## config.mk

```make
export PLATFORM = sky130hd
export DESIGN_NAME = md5_avalon_host
export DESIGN_NICKNAME = d
export VERILOG_FILES = /design/src/rtl/md5_avalon_host_pkg.sv /design/src/rtl/md5_avalon_host.sv
export SDC_FILE = /design/constraint.sdc
export NUM_CORES = 1
export LEC_CHECK = 0
export ABC_AREA = 1
export CORE_UTILIZATION = 52
export CTS_BUF_LIST = sky130_fd_sc_hd__clkbuf_4 sky130_fd_sc_hd__clkbuf_8
export DETAILED_ROUTE_END_ITERATION = 8
export HOLD_SLACK_MARGIN = 0.06
export PLACE_DENSITY = 0.85
export SYNTH_ARGS = -nofsm -noshare
export SYNTH_HDL_FRONTEND = slang
export SYNTH_SLANG_ARGS = --single-unit
export TNS_END_PERCENT = 100
```

## constraint.sdc

```tcl
create_clock -name clk -period 5.5 [get_ports clk]
set_input_delay 1.1 -clock clk [delete_from_list [all_inputs] [get_ports clk]]
set_output_delay 1.1 -clock clk [all_outputs]
set_load 0.01 [all_outputs]
```

## src/rtl/md5_avalon_host_pkg.sv

```systemverilog
// Shared definitions for the MD5 control-slave Avalon-MM host:
// register map, mask width and host FSM states.
package md5_avalon_pkg;

  localparam int unsigned MASK_W = 32;

  localparam logic [1:0] ADDR_RESET = 2'd0;
  localparam logic [1:0] ADDR_START = 2'd1;
  localparam logic [1:0] ADDR_DONE  = 2'd2;

  typedef enum logic [2:0] {
    ST_IDLE,
    ST_WR_RST,
    ST_WR_START,
    ST_RD_REQ,
    ST_RD_WAIT,
    ST_GAP,
    ST_WR_CLR,
    ST_RESP
  } state_t;

endpackage

```

## src/rtl/md5_avalon_host.sv

```systemverilog
// Avalon-MM initiator that resets, starts, polls and releases a masked group
// of MD5 cores, then reports the done vector, poll count and timeout.
module md5_avalon_host
  import md5_avalon_pkg::*;
#(
  parameter int unsigned POLL_GAP  = 4,
  parameter int unsigned MAX_POLLS = 1024
) (
  input  logic              clk,
  input  logic              reset,
  input  logic              cmd_valid,
  output logic              cmd_ready,
  input  logic [MASK_W-1:0] cmd_mask,
  output logic              rsp_valid,
  output logic [MASK_W-1:0] rsp_done,
  output logic              rsp_timeout,
  output logic [15:0]       rsp_polls,
  output logic [1:0]        avm_address,
  output logic              avm_read,
  output logic              avm_write,
  output logic [MASK_W-1:0] avm_writedata,
  input  logic [MASK_W-1:0] avm_readdata,
  input  logic              avm_waitrequest,
  input  logic              avm_readdatavalid
);

  state_t            r_state;
  state_t            w_next;
  logic [MASK_W-1:0] r_mask;
  logic [MASK_W-1:0] r_done;
  logic              r_timeout;
  logic [15:0]       r_poll_cnt;
  logic [7:0]        r_gap_cnt;
  logic [MASK_W-1:0] r_rsp_done;
  logic [15:0]       r_rsp_polls;
  logic              r_rsp_timeout;
  logic [MASK_W-1:0] w_rd_done;
  logic              w_finish;

  assign w_rd_done = avm_readdata & r_mask;
  assign w_finish  = (w_rd_done == r_mask) || (r_poll_cnt == 16'(MAX_POLLS));

  assign cmd_ready   = (r_state == ST_IDLE);
  assign rsp_valid   = (r_state == ST_RESP);
  assign rsp_done    = r_rsp_done;
  assign rsp_polls   = r_rsp_polls;
  assign rsp_timeout = r_rsp_timeout;

  always_comb begin
    w_next        = r_state;
    avm_address   = ADDR_RESET;
    avm_read      = 1'b0;
    avm_write     = 1'b0;
    avm_writedata = '0;
    case (r_state)
      ST_IDLE: begin
        if (cmd_valid) w_next = (cmd_mask == '0) ? ST_RESP : ST_WR_RST;
      end
      ST_WR_RST: begin
        avm_write     = 1'b1;
        avm_address   = ADDR_RESET;
        avm_writedata = r_mask;
        if (!avm_waitrequest) w_next = ST_WR_START;
      end
      ST_WR_START: begin
        avm_write     = 1'b1;
        avm_address   = ADDR_START;
        avm_writedata = r_mask;
        if (!avm_waitrequest) w_next = ST_RD_REQ;
      end
      ST_RD_REQ: begin
        avm_read    = 1'b1;
        avm_address = ADDR_DONE;
        if (!avm_waitrequest) w_next = ST_RD_WAIT;
      end
      ST_RD_WAIT: begin
        if (avm_readdatavalid) begin
          if (w_finish)           w_next = ST_WR_CLR;
          else if (POLL_GAP == 0) w_next = ST_RD_REQ;
          else                    w_next = ST_GAP;
        end
      end
      ST_GAP: begin
        if (r_gap_cnt <= 8'd1) w_next = ST_RD_REQ;
      end
      ST_WR_CLR: begin
        avm_write   = 1'b1;
        avm_address = ADDR_START;
        if (!avm_waitrequest) w_next = ST_RESP;
      end
      ST_RESP: w_next = ST_IDLE;
      default: w_next = ST_IDLE;
    endcase
  end

  always_ff @(posedge clk or posedge reset) begin
    if (reset) begin
      r_state       <= ST_IDLE;
      r_mask        <= '0;
      r_done        <= '0;
      r_timeout     <= 1'b0;
      r_poll_cnt    <= '0;
      r_gap_cnt     <= '0;
      r_rsp_done    <= '0;
      r_rsp_polls   <= '0;
      r_rsp_timeout <= 1'b0;
    end else begin
      r_state <= w_next;
      case (r_state)
        ST_IDLE: begin
          if (cmd_valid) begin
            r_mask    <= cmd_mask;
            r_done    <= '0;
            r_timeout <= 1'b0;
            // An empty mask skips the bus entirely, so its response is loaded here.
            if (cmd_mask == '0) begin
              r_rsp_done    <= '0;
              r_rsp_polls   <= '0;
              r_rsp_timeout <= 1'b0;
            end
          end
        end
        ST_WR_START: if (!avm_waitrequest) r_poll_cnt <= '0;
        ST_RD_REQ: begin
          if (!avm_waitrequest && (r_poll_cnt != '1)) r_poll_cnt <= r_poll_cnt + 16'd1;
        end
        ST_RD_WAIT: begin
          if (avm_readdatavalid) begin
            r_done    <= w_rd_done;
            r_timeout <= (w_rd_done != r_mask);
            r_gap_cnt <= 8'(POLL_GAP);
          end
        end
        ST_GAP: r_gap_cnt <= r_gap_cnt - 8'd1;
        ST_WR_CLR: begin
          if (!avm_waitrequest) begin
            r_rsp_done    <= r_done;
            r_rsp_polls   <= r_poll_cnt;
            r_rsp_timeout <= r_timeout;
          end
        end
        default: ;
      endcase
    end
  end

endmodule

```

# After elaboration in Yosys (flattened, before gate mapping)
# Cells that the tools add are included.
# totals
register_bits	141
inputBits	69
out_inout_bits	87
elab_cells	88
# classes
addsub	2
order_cmp	1
n_eq_ne	20
n_mux	37
bitwise	1
n_reduce_logical	18
# ops
op	n
$mux W32	6
$pmux W32 S2	2
$mux W16	5
$pmux W16 S2	2
$and A32 B32 Y32	1
$eq A32 B32 Y1	1
$logic_not A32 Y1	1
$ne A32 B32 Y1	1
$mux W3	8
$pmux W3 S8	1
$add A16 B1 Y16 const B	1
$eq A16 B11 Y1 const B	1
$ne A16 B16 Y1 const B	1
$ne A2 B2 Y1 const B	8
$pmux W8 S2	1
$eq A3 B3 Y1 const B	4
$le A8 B1 Y1 const B	1
$mux W8	1
$reduce_bool A2 Y1	4
$sub A8 B1 Y8 const B	1
$mux W1	7
$reduce_and A7 Y1	1
$eq A3 B2 Y1 const B	2
$reduce_and A3 Y1	2
13 further kinds	16

# Logic depth before layout (Yosys ltp)
# Gate-level depths: netlist of run 1.
# logic_depth
ltp_word	6
depth_mapped	12
depth_no_buf	10

# Worst setup path after synthesis of run 1
# No wires, ideal clock.
# synth_timing
kind	flip-flop to output port
startpoint	register r_state[0]
endpoint	output avm_write
arrival_ps	1200
required_time_ps	4400
path_slack_ps	3200
path_stages_with_launch	6
n_path_buf	1
path_cell_list	dfrtp_1 -> inv_1 -> nand2_1 -> nand3_1 -> clkbuf_1 -> nand2_1
# synth_via
elab_chain_len	3
elab_cells_between_ends	5
# synth_lines
element	line_no	source
start, declared	md5_avalon_host.sv:27	state_t r_state;
start signal, assigned	md5_avalon_host.sv:108	r_state <= w_next;
$eq A3 B3 Y1 (tied with other cells)	md5_avalon_host.sv:55	case (r_state)
$reduce_or A3 Y1 (no line) *	--	
$mux W1 *	md5_avalon_host.sv:55	
end, declared	md5_avalon_host.sv:20	output logic avm_write,
# Every way passes the cells marked *; elsewhere a longest branch is shown, timed or not.

# Final worst setup path of run 1
# layout_timing
startpoint	register r_state[0]
endpoint	output avm_writedata[29]
# layout_via
elab_chain_len	3
elab_cells_between_ends	4
# layout_lines
element	line_no	source
$eq A3 B2 Y1 or $eq A3 B1 Y1 (tied branches)	md5_avalon_host.sv:55	
$reduce_or A2 Y1 (no line) *	--	
$mux W32 *	md5_avalon_host.sv:55	
end, declared	md5_avalon_host.sv:21	output logic [MASK_W-1:0] avm_writedata,
# Marks and branches as above.

==> results of run 1 <==
## per-stage QoR
| stage | hold WS (ns) | power, mW |
|---|---|---|
| floorplan | 0.450 | 2.61 |
| global placement | 0.453 | 3.26 |
| detailed placement | 0.457 | 3.32 |
| CTS | 0.475 | 4.21 |
| global route | 0.488 | 4.49 |
| finish | 0.470 | 4.20 |
## power breakdown
group	internal [mW]	switching, mW
Combinational	0.713	0.934
Sequential	1.41	0.261
Clock	0.514	0.376
## layer usage
| layer | part of all wire [%] | GRT usage, % |
|---|---|---|
| met1 | 43 | 34.9 |
| met2 | 48 | 42.9 |
| met3 | 7.1 | 6.49 |
| met4 | 1.9 | 9.49 |
| met5 | 0 | 0 |
## registers in the layout, indices dropped and copies added, names as in the netlist
signal and count:
r_poll_cnt 16, r_timeout 1, rsp_timeout 1, rsp_done 32
r_done 32, rsp_polls 16, r_gap_cnt 8, r_mask 32
r_state 3
## cell usage after synthesis (all sizes together)
cell type,number,share of area [%]
nand2,290,16
dfrtp,141,52
inv,128,7.1
nor2,76,4.4
nand3,63,4.6
o21ai,59,4.4
o31ai,32,3.5
buf,21,1.9
nand4,17,1.6
a21oi,14,1.0
clkbuf,13,0.72
nor3,9,0.74
xor2,5,0.65
ha,4,0.74
or2,2,0.18
a21o,1,0.11
and2,1,0.092
o22ai,1,0.092
## area by class of cell
class | instances | area (sq um) | area share, %
clock buffers | 25 | 319 | 3.60
flip-flops and latches | 141 | 3530 | 39.9
multi-input cells | 574 | 2610 | 29.4
repair buffers | 160 | 1590 | 18.0
inverters | 128 | 485 | 5.48
clock inverters | 6 | 108 | 1.22
well taps | 172 | 215 | 2.43
## tightest hold or removal path, cell delays in order, from the launching register on
cell	delay, ns
dfrtp_1	0.34
nand2_1	0.05
nand2_1	0.04
## kinds of logic (layout without fill, tap and decap cells)
kind of cell	count (synthesis)	after routing
flip-flops	141	141
buffers and inverters	162	319
AO/OA/AOI/OAI	107	107
AND/OR/NAND/NOR	458	458
adder cells (fa/ha/maj)	4	4
XOR/XNOR	5	5
## worst max path at each step
stage	endpoint	from	slack (ns)	cells after the start
global placement	rsp_done[17]$_DFFE_PP0P_	cmd_mask[19]	2.35	9
detailed placement	rsp_done[29]$_DFFE_PP0P_	cmd_mask[19]	2.30	9
floorplan	r_done[0]$_DFFE_PP0P_	reset	0.62	1
global route	avm_writedata[29]	r_state[0]$_DFFE_PP0P_	1.98	6
CTS	avm_writedata[29]	r_state[0]$_DFFE_PP0P_	2.06	6
finish	avm_writedata[29]	r_state[0]$_DFFE_PP0P_	2.04	6
==> impl_metrics.toml, run 1 <==
[drt]
vias = 6123
drtPass1Iterations = 5
antenna_left = 0
drtIter0Drc = 461
totalWireLength_um = 16800
post_drt_wl_per_cell_um = 14.0
drc = 0
viasPerCell = 5.08

[logic_synthesis]
synth_fp_nets = 950
syn_inst = 877
ys_seq_area_share_pct = 52.0
synthMuxAreaShare_pct = 0
synthSimpleGateAreaFrac_pct = 27.7
yosysWarningCount = 0
synth_compound_area_share_pct = 9.18
synth_top_family_by_area = "simple AND/OR/NAND/NOR gates"
avgSynthCellArea_sq_um = 7.74
synthAdderAreaFrac_pct = 0.737
syn_area_sq_um = 6790
ys_ff_latch = 141
yosysUniqueCellTypes = 28
synthXorXnorAreaFrac_pct = 0.645

[flow_run]
cap_violations = 0

[die]
io_pins = 156
die_h_um = 116
core_area_sq_um = 12700
fp.dieW_um = 116
row_count = 41
initial_utilization_pct = 53.6
fp.dieArea_sq_um = 13500

[layout]
final_common_cell = "nand2_1"
final_cell_mix = "nand2_1 (285), clkdlybuf4s50_1 (155), dfrtp_1 (141), inv_1 (123), nor2_1 (73)"
fillers = 1043
nets = 1095
drive_gt1_share_pct = 5.13
antenna_cells = 0
design_area_sq_um = 8850
area_delta_synth_final_pct = 30.4
final_util_pct = 69.9
final_cells = 1206

[cts]
clk_root_buffer_cell = "clkbuf_8"
ctsHtreeMaxLevel = 4
cts_tree = "built"
post_cts_buffers = 0
clk_pin_slew_ns = 0.08
cts_hold_buffers = 0
cts.sinks = 141
clockBufferDepth = 2
ctsResizeCount = 0
cts_made_buffers = 17
clk-insertion-delay-late_ns = 0.45

[placement]
hpwlAfterDp_um = 12100
place_ws_ns = 2.30
io_buffers = 155
dp_cells = 1175
gp_congestion = 0.907
placed_area_sq_um = 8420

[sta]
slew_viol_final = 0
timing.setup.tns_ns = 0
hold_viol_final = 0
rsz0062_at_grt = "false"
worstMarginPinSlew_ns = 1.13
setup_slack_ns = 2.04
fmax_ghz = 0.289
min_period_ns = 3.46
clock_skew_ns = 0.0106
finalSetupViolCount = 0
period_share_pct = 63.0
slew_headroom_pct = 24.1

[critical_path]
reg2reg_to = "r_done[14]$_DFFE_PP0P_"
critPathLaunchType = "register"
r2r-start = "r_state[2]$_DFFE_PP0P_"
worstSetupEndpointType = "primary output"
required_ns = 4.40
crit_fanout = 33
arrival_ns = 2.36
crit_path_max_incr_delay_ns = 0.58
crit_buf_inv = 3
path_delay_family = "buffers and inverters"
r2r_slack_ns = 2.94
crit_chain = "inv_1, nand2_1, nand3_1, buf_4, nor2_1, clkdlybuf4s50_1"
crit_path_top_delay_cell = "clkdlybuf4s50_1"
rr_worst_depth = 7
worstSetupPathType = "reg2out"

[min_path]
whs_endpoint = "rsp_polls[4]$_DFFE_PP0P_"
worst_hold_startpoint = "rsp_polls[4]$_DFFE_PP0P_"
min_path_cells = 2
worstHoldPathType = "reg2reg"

[global_route]
overflow = 0
grt_pass1_vias = 5647
grt_antenna_before_repair = 0
grt_pass1_wl_um = 27300
grt_max_degree = 115
track_usage_pct = 26.6

[power_and_ir_drop]
p_leak_nw = 4.40
powerDensity_nw_per_um2 = 475
irDropWorstVdd_uv = 260

[status]
status = "complete, no violations"
Power figures use the tool's default switching activity.
==> inputs of run 2 (changes only) <==
- CORE_UTILIZATION: 52 -> 47
- PLACE_DENSITY: 0.85 -> 0.82
- clock period: 5.5 -> 2.8 ns (I/O delays scaled with it)
==> run 2 against run 1 <==
Global-route usage down 1.3 points. Count of clock-buffer cells in the layout is 2 lower. Critical path depth is the same. Worst setup slack got worse by 1.9 ns. Non-clock buffer count rose by 10. Cell area up 0.83%.
==> impl_metrics.toml, run 2 (same netlist as run 1, synthesis figures left out) <==
[status]
status = "complete, no violations"

[cts]
cts.sinks = 141
clk_root_buffer_cell = "clkbuf_8"
clockBufferDepth = 2
ctsHtreeMaxLevel = 4
clk_pin_slew_ns = 0.07
cts_made_buffers = 17
clk-insertion-delay-late_ns = 0.46
cts_tree = "built"
cts_hold_buffers = 0

[critical_path]
critPathLaunchType = "register"
path_delay_family = "buffers and inverters"
crit_path_max_incr_delay_ns = 0.56
required_ns = 2.24
r2r-start = "r_poll_cnt[0]$_DFFE_PP0P_"
arrival_ns = 2.14
worstSetupPathType = "reg2out"
cp.depth = 6
crit_chain = "inv_2, nand2_1, nand3_1, buf_6, nor2_1, clkdlybuf4s50_1"
startpoint = "r_state[1]$_DFFE_PP0P_"
r2r_slack_ns = 0.53
reg2reg_to = "r_poll_cnt[1]$_DFFE_PP0P_"
crit_fanout = 20
worstSetupEndpointType = "primary output"
endpoint = "avm_writedata[28]"
rr_worst_depth = 9
crit_path_top_delay_cell = "clkdlybuf4s50_1"
crit_buf_inv = 3

[placement]
placed_area_sq_um = 8550
hpwlAfterDp_um = 12900
place_ws_ns = 0.385
gp_congestion = 0.919
io_buffers = 155

[power_and_ir_drop]
p_leak_nw = 4.44
finalPower_mw = 8.10
irDropWorstVdd_uv = 522
powerDensity_nw_per_um2 = 907

[die]
row_count = 43
fp.dieArea_sq_um = 14900
initial_utilization_pct = 48.5
die_h_um = 122
fp.dieW_um = 122
core_area_sq_um = 14000
io_pins = 156

[sta]
min_period_ns = 2.70
slew_viol_final = 0
slew_headroom_pct = 43.8
clock_skew_ns = 0.0106
timing.setup.tns_ns = 0
setup_slack_ns = 0.0955
worstMarginPinSlew_ns = 0.841
holdWs_ns = 0.358
period_share_pct = 96.6
hold_viol_final = 0
finalSetupViolCount = 0
fmax_ghz = 0.370
rsz0062_at_grt = "false"

[drt]
totalWireLength_um = 17500
viasPerCell = 5.08
drc = 0
antenna_left = 0
drtIter0Drc = 388
post_drt_wl_per_cell_um = 14.3
vias = 6218
drtPass1Iterations = 5

[global_route]
track_usage_pct = 25.3
grt_antenna_before_repair = 0
overflow = 0
grt_pass1_wl_um = 28600
grt_pass1_vias = 6001
grt_max_degree = 98

[layout]
multi_input_area_sq_um = 2610
area_delta_synth_final_pct = 31.5
nets = 1105
final_common_cell = "nand2_1"
regArea_sq_um = 3530
drive_gt1_share_pct = 6.32
design_area_sq_um = 8920
fillers = 1228
final_cell_mix = "nand2_1 (285), clkdlybuf4s50_1 (154), dfrtp_1 (139), inv_1 (123), nor2_1 (72)"
antenna_cells = 0

[flow_run]
cap_violations = 0

[min_path]
worstHoldPathType = "in2async"
==> run 2: cell count changes in the layout (fill, tap and decap cells not counted), moves of 2 or more <==
cell and change:
buf_12 +4, clkinv_2 +4, dfrtp_2 +2, bufinv_16 -2, buf_4 +5, clkbuf_8 -2, dfrtp_1 -2
==> run 2: layout make-up <==
type                       instances  area share, %
tap                              180           2.52
clock buffer                      23           3.27
multi-input combinational        574           29.2
clock inverter                     8          0.757
sequential                       141           39.6
inverter                         128           5.43
timing repair buffer             170           19.2
==> run 2: power breakdown <==
group,internal (mW),switching (mW)
Clock,0.772,0.730
Sequential,2.77,0.486
Combinational,1.46,1.88
Total,5.00,3.10
==> run 2: timing repair <==
item                       CTS  global route
buffers inserted             1             0
setup endpoints to repair   28            18
hold endpoints to repair     0             0
resized for setup            2             3
==> run 2: metrics by stage <==
| step | std cells | util [%] |
|---|---|---|
| 2_1_floorplan | 877 | - |
| 3_3_place_gp | 1192 | 61.1 |
| 3_5_place_dp | 1192 | 61.1 |
| 4_1_cts | 1224 | 63.7 |
| 5_1_grt | 1224 | 63.8 |
| 6_report | 1224 | 63.8 |
==> run 2: per-layer routing <==
metal,GRT usage [%],wire length (um),vias up
met5,0,0,-
met4,10.4,465,0
met3,5.81,1080,46
met2,41.6,8450,192
met1,32.1,7520,2910
li1,-,-,3070
==> run 2: worst reg2reg max path, delay by kind of cell, from the launching register on <==
kind	cells	cell delay, ns
DFF	1	0.40
and+or+nand+nor	6	1.10
adders and majority gates	1	0.30
buffers and inverters	1	0.25
AOI/OAI and AO/OA	1	0.09
==> run 2: worst min path at each step <==
stage / startpoint / endpoint
6_report: reset / rsp_polls[1]$_DFFE_PP0P_
5_1_grt: reset / rsp_polls[1]$_DFFE_PP0P_
4_1_cts: reset / rsp_polls[1]$_DFFE_PP0P_
3_5_place_dp: rsp_done[9]$_DFFE_PP0P_ / rsp_done[9]$_DFFE_PP0P_
3_3_place_gp: rsp_polls[4]$_DFFE_PP0P_ / rsp_polls[4]$_DFFE_PP0P_
2_1_floorplan: r_done[25]$_DFFE_PP0P_ / rsp_done[25]$_DFFE_PP0P_
==> inputs of run 3 (changes only) <==
- SETUP_SLACK_MARGIN: unset -> 0.05
==> run 3 against run 2 <==
Final cell count hardly changed. Sequential share of layout area hardly changed. First-iteration DRC count is 0.77% higher. Count of clock-buffer cells in the layout stayed put. Non-clock buffer count is 1 higher. Critical endpoint unchanged. Largest cell class unchanged. Highest routed layer unchanged.
==> impl_metrics.toml, run 3 (same netlist as run 1, synthesis figures left out) <==
[status]
status = "complete, no violations"

[power_and_ir_drop]
p_int_mw = 5.01
irDropWorstVdd_uv = 522
p_sw_mw = 3.10
pwr-share-comb_pct = 41.4
powerDensity_nw_per_um2 = 907
swShare_pct = 38.2
finalPower_mw = 8.10
pwr-share-clk_pct = 18.6
p_leak_nw = 4.44
p_seq_share_pct = 40.0

[die]
io_pins = 156
die_h_um = 122
fp.dieW_um = 122
initial_utilization_pct = 48.5
row_count = 43
fp.dieArea_sq_um = 14900
core_area_sq_um = 14000

[critical_path]
endpoint = "avm_writedata[28]"
required_ns = 2.24
crit_fanout = 20
arrival_ns = 2.09
rr_worst_depth = 9
startpoint = "r_state[1]$_DFFE_PP0P_"
worstSetupEndpointType = "primary output"
worstSetupPathType = "reg2out"
critPathLaunchType = "register"
r2r-start = "r_poll_cnt[0]$_DFFE_PP0P_"
reg2reg_to = "r_poll_cnt[1]$_DFFE_PP0P_"
r2r_slack_ns = 0.54

[sta]
clock_skew_ns = 0.0104
worstMarginPinSlew_ns = 0.829
slew_headroom_pct = 44.6
rsz0062_at_grt = "true"
min_period_ns = 2.65
finalSetupViolCount = 0
timing.setup.tns_ns = 0
hold_viol_final = 0
fmax_ghz = 0.377
period_share_pct = 94.8
slew_viol_final = 0
setup_slack_ns = 0.147

[cts]
clk_root_buffer_cell = "clkbuf_8"
clk-insertion-delay-late_ns = 0.46
cts_made_buffers = 17
cts_tree = "built"
cts_hold_buffers = 0
clk_pin_slew_ns = 0.07
cts.sinks = 141
clockBufferDepth = 2
ctsHtreeMaxLevel = 4

[drt]
post_drt_wl_per_cell_um = 14.3
drtPass1Iterations = 5
viasPerCell = 5.08
drc = 0
vias = 6223
drtIter0Drc = 391
antenna_left = 0
totalWireLength_um = 17600

[placement]
dp_cells = 1192
place_ws_ns = 0.385
hpwlAfterDp_um = 12900
gp_congestion = 0.919
io_buffers = 155

[global_route]
grt_pass1_wl_um = 28700
grt_pass1_vias = 6007
grt_max_degree = 98
grt_antenna_before_repair = 0
track_usage_pct = 25.3
overflow = 0

[layout]
antenna_cells = 0
final_util_pct = 63.8
final_cells = 1225
final_common_cell = "nand2_1"
drive_gt1_share_pct = 6.32
area_delta_synth_final_pct = 31.6
final_cell_mix = "nand2_1 (285), clkdlybuf4s50_1 (154), dfrtp_1 (140), inv_1 (123), nor2_1 (72)"
nets = 1106

[min_path]
worstHoldPathType = "in2async"

[flow_run]
cap_violations = 0
## run 3: changes by cell type in the layout (fill, tap and decap cells not counted)
cell     change
dfrtp_2      -1
buf_4        +1
dfrtp_1      +1
## run 3: final cells by class
class                      instances  area [sq um]
fill                            1228          5060
sequential                       141          3530
multi-input combinational        574          2610
timing repair buffer             171          1720
inverter                         128           484
clock buffer                      23           292
tap                              180           225
clock inverter                     8          67.6
## run 3: power by group through the flow
| stage | sequential [mW] | clock (mW) | combinational, mW |
|---|---|---|---|
| 5_1_grt | 3.33 | 1.61 | 3.74 |
| 6_report | 3.24 | 1.51 | 3.36 |
| 3_3_place_gp | 3.25 | 0 | 3.24 |
| 2_1_floorplan | 3.25 | 0 | 1.88 |
| 4_1_cts | 3.24 | 1.53 | 3.37 |
| 3_5_place_dp | 3.28 | 0 | 3.32 |
## run 3: timing repair
action,in CTS,in global routing
pin swaps,0,0
endpoints found under the setup margin,33,8
setup buffers,2,0
endpoints found under the hold margin,0,0
gates resized for setup,2,2
## run 3: critical path: stages, from the launching register on
cell,delay [ns]
dfrtp_1,0.38
inv_2,0.08
nand2_1,0.11
nand3_1,0.13
buf_6,0.20
nor2_1,0.17
clkdlybuf4s50_1,0.56
## run 3: metal layers
| layer | wire length, um | vias up | global-route usage (%) |
|---|---|---|---|
| li1 | - | 3068 | - |
| met1 | 7480 | 2918 | 32.1 |
| met2 | 8500 | 198 | 41.7 |
| met3 | 1150 | 39 | 5.81 |
| met4 | 433 | 0 | 10.4 |
| met5 | 0 | - | 0 |
## run 3: how the worst min path moves through the flow
| stage | depth (start not counted) | slack, ns | start | to |
|---|---|---|---|---|
| 4_1_cts | 2 | 0.34 | reset | rsp_polls[1]$_DFFE_PP0P_ |
| 5_1_grt | 2 | 0.37 | reset | rsp_polls[1]$_DFFE_PP0P_ |
| 6_report | 2 | 0.36 | reset | rsp_polls[1]$_DFFE_PP0P_ |
| 2_1_floorplan | 2 | 0.45 | r_done[25]$_DFFE_PP0P_ | rsp_done[25]$_DFFE_PP0P_ |
| 3_3_place_gp | 2 | 0.45 | rsp_polls[4]$_DFFE_PP0P_ | rsp_polls[4]$_DFFE_PP0P_ |
| 3_5_place_dp | 2 | 0.46 | rsp_done[9]$_DFFE_PP0P_ | rsp_done[9]$_DFFE_PP0P_ |
## run 3: metrics by stage
step,area [sq um],hold slack [ns]
3_5_place_dp,8550,0.457
5_1_grt,8930,0.366
6_report,8930,0.357
3_3_place_gp,8550,0.453
4_1_cts,8920,0.343
2_1_floorplan,6790,0.450
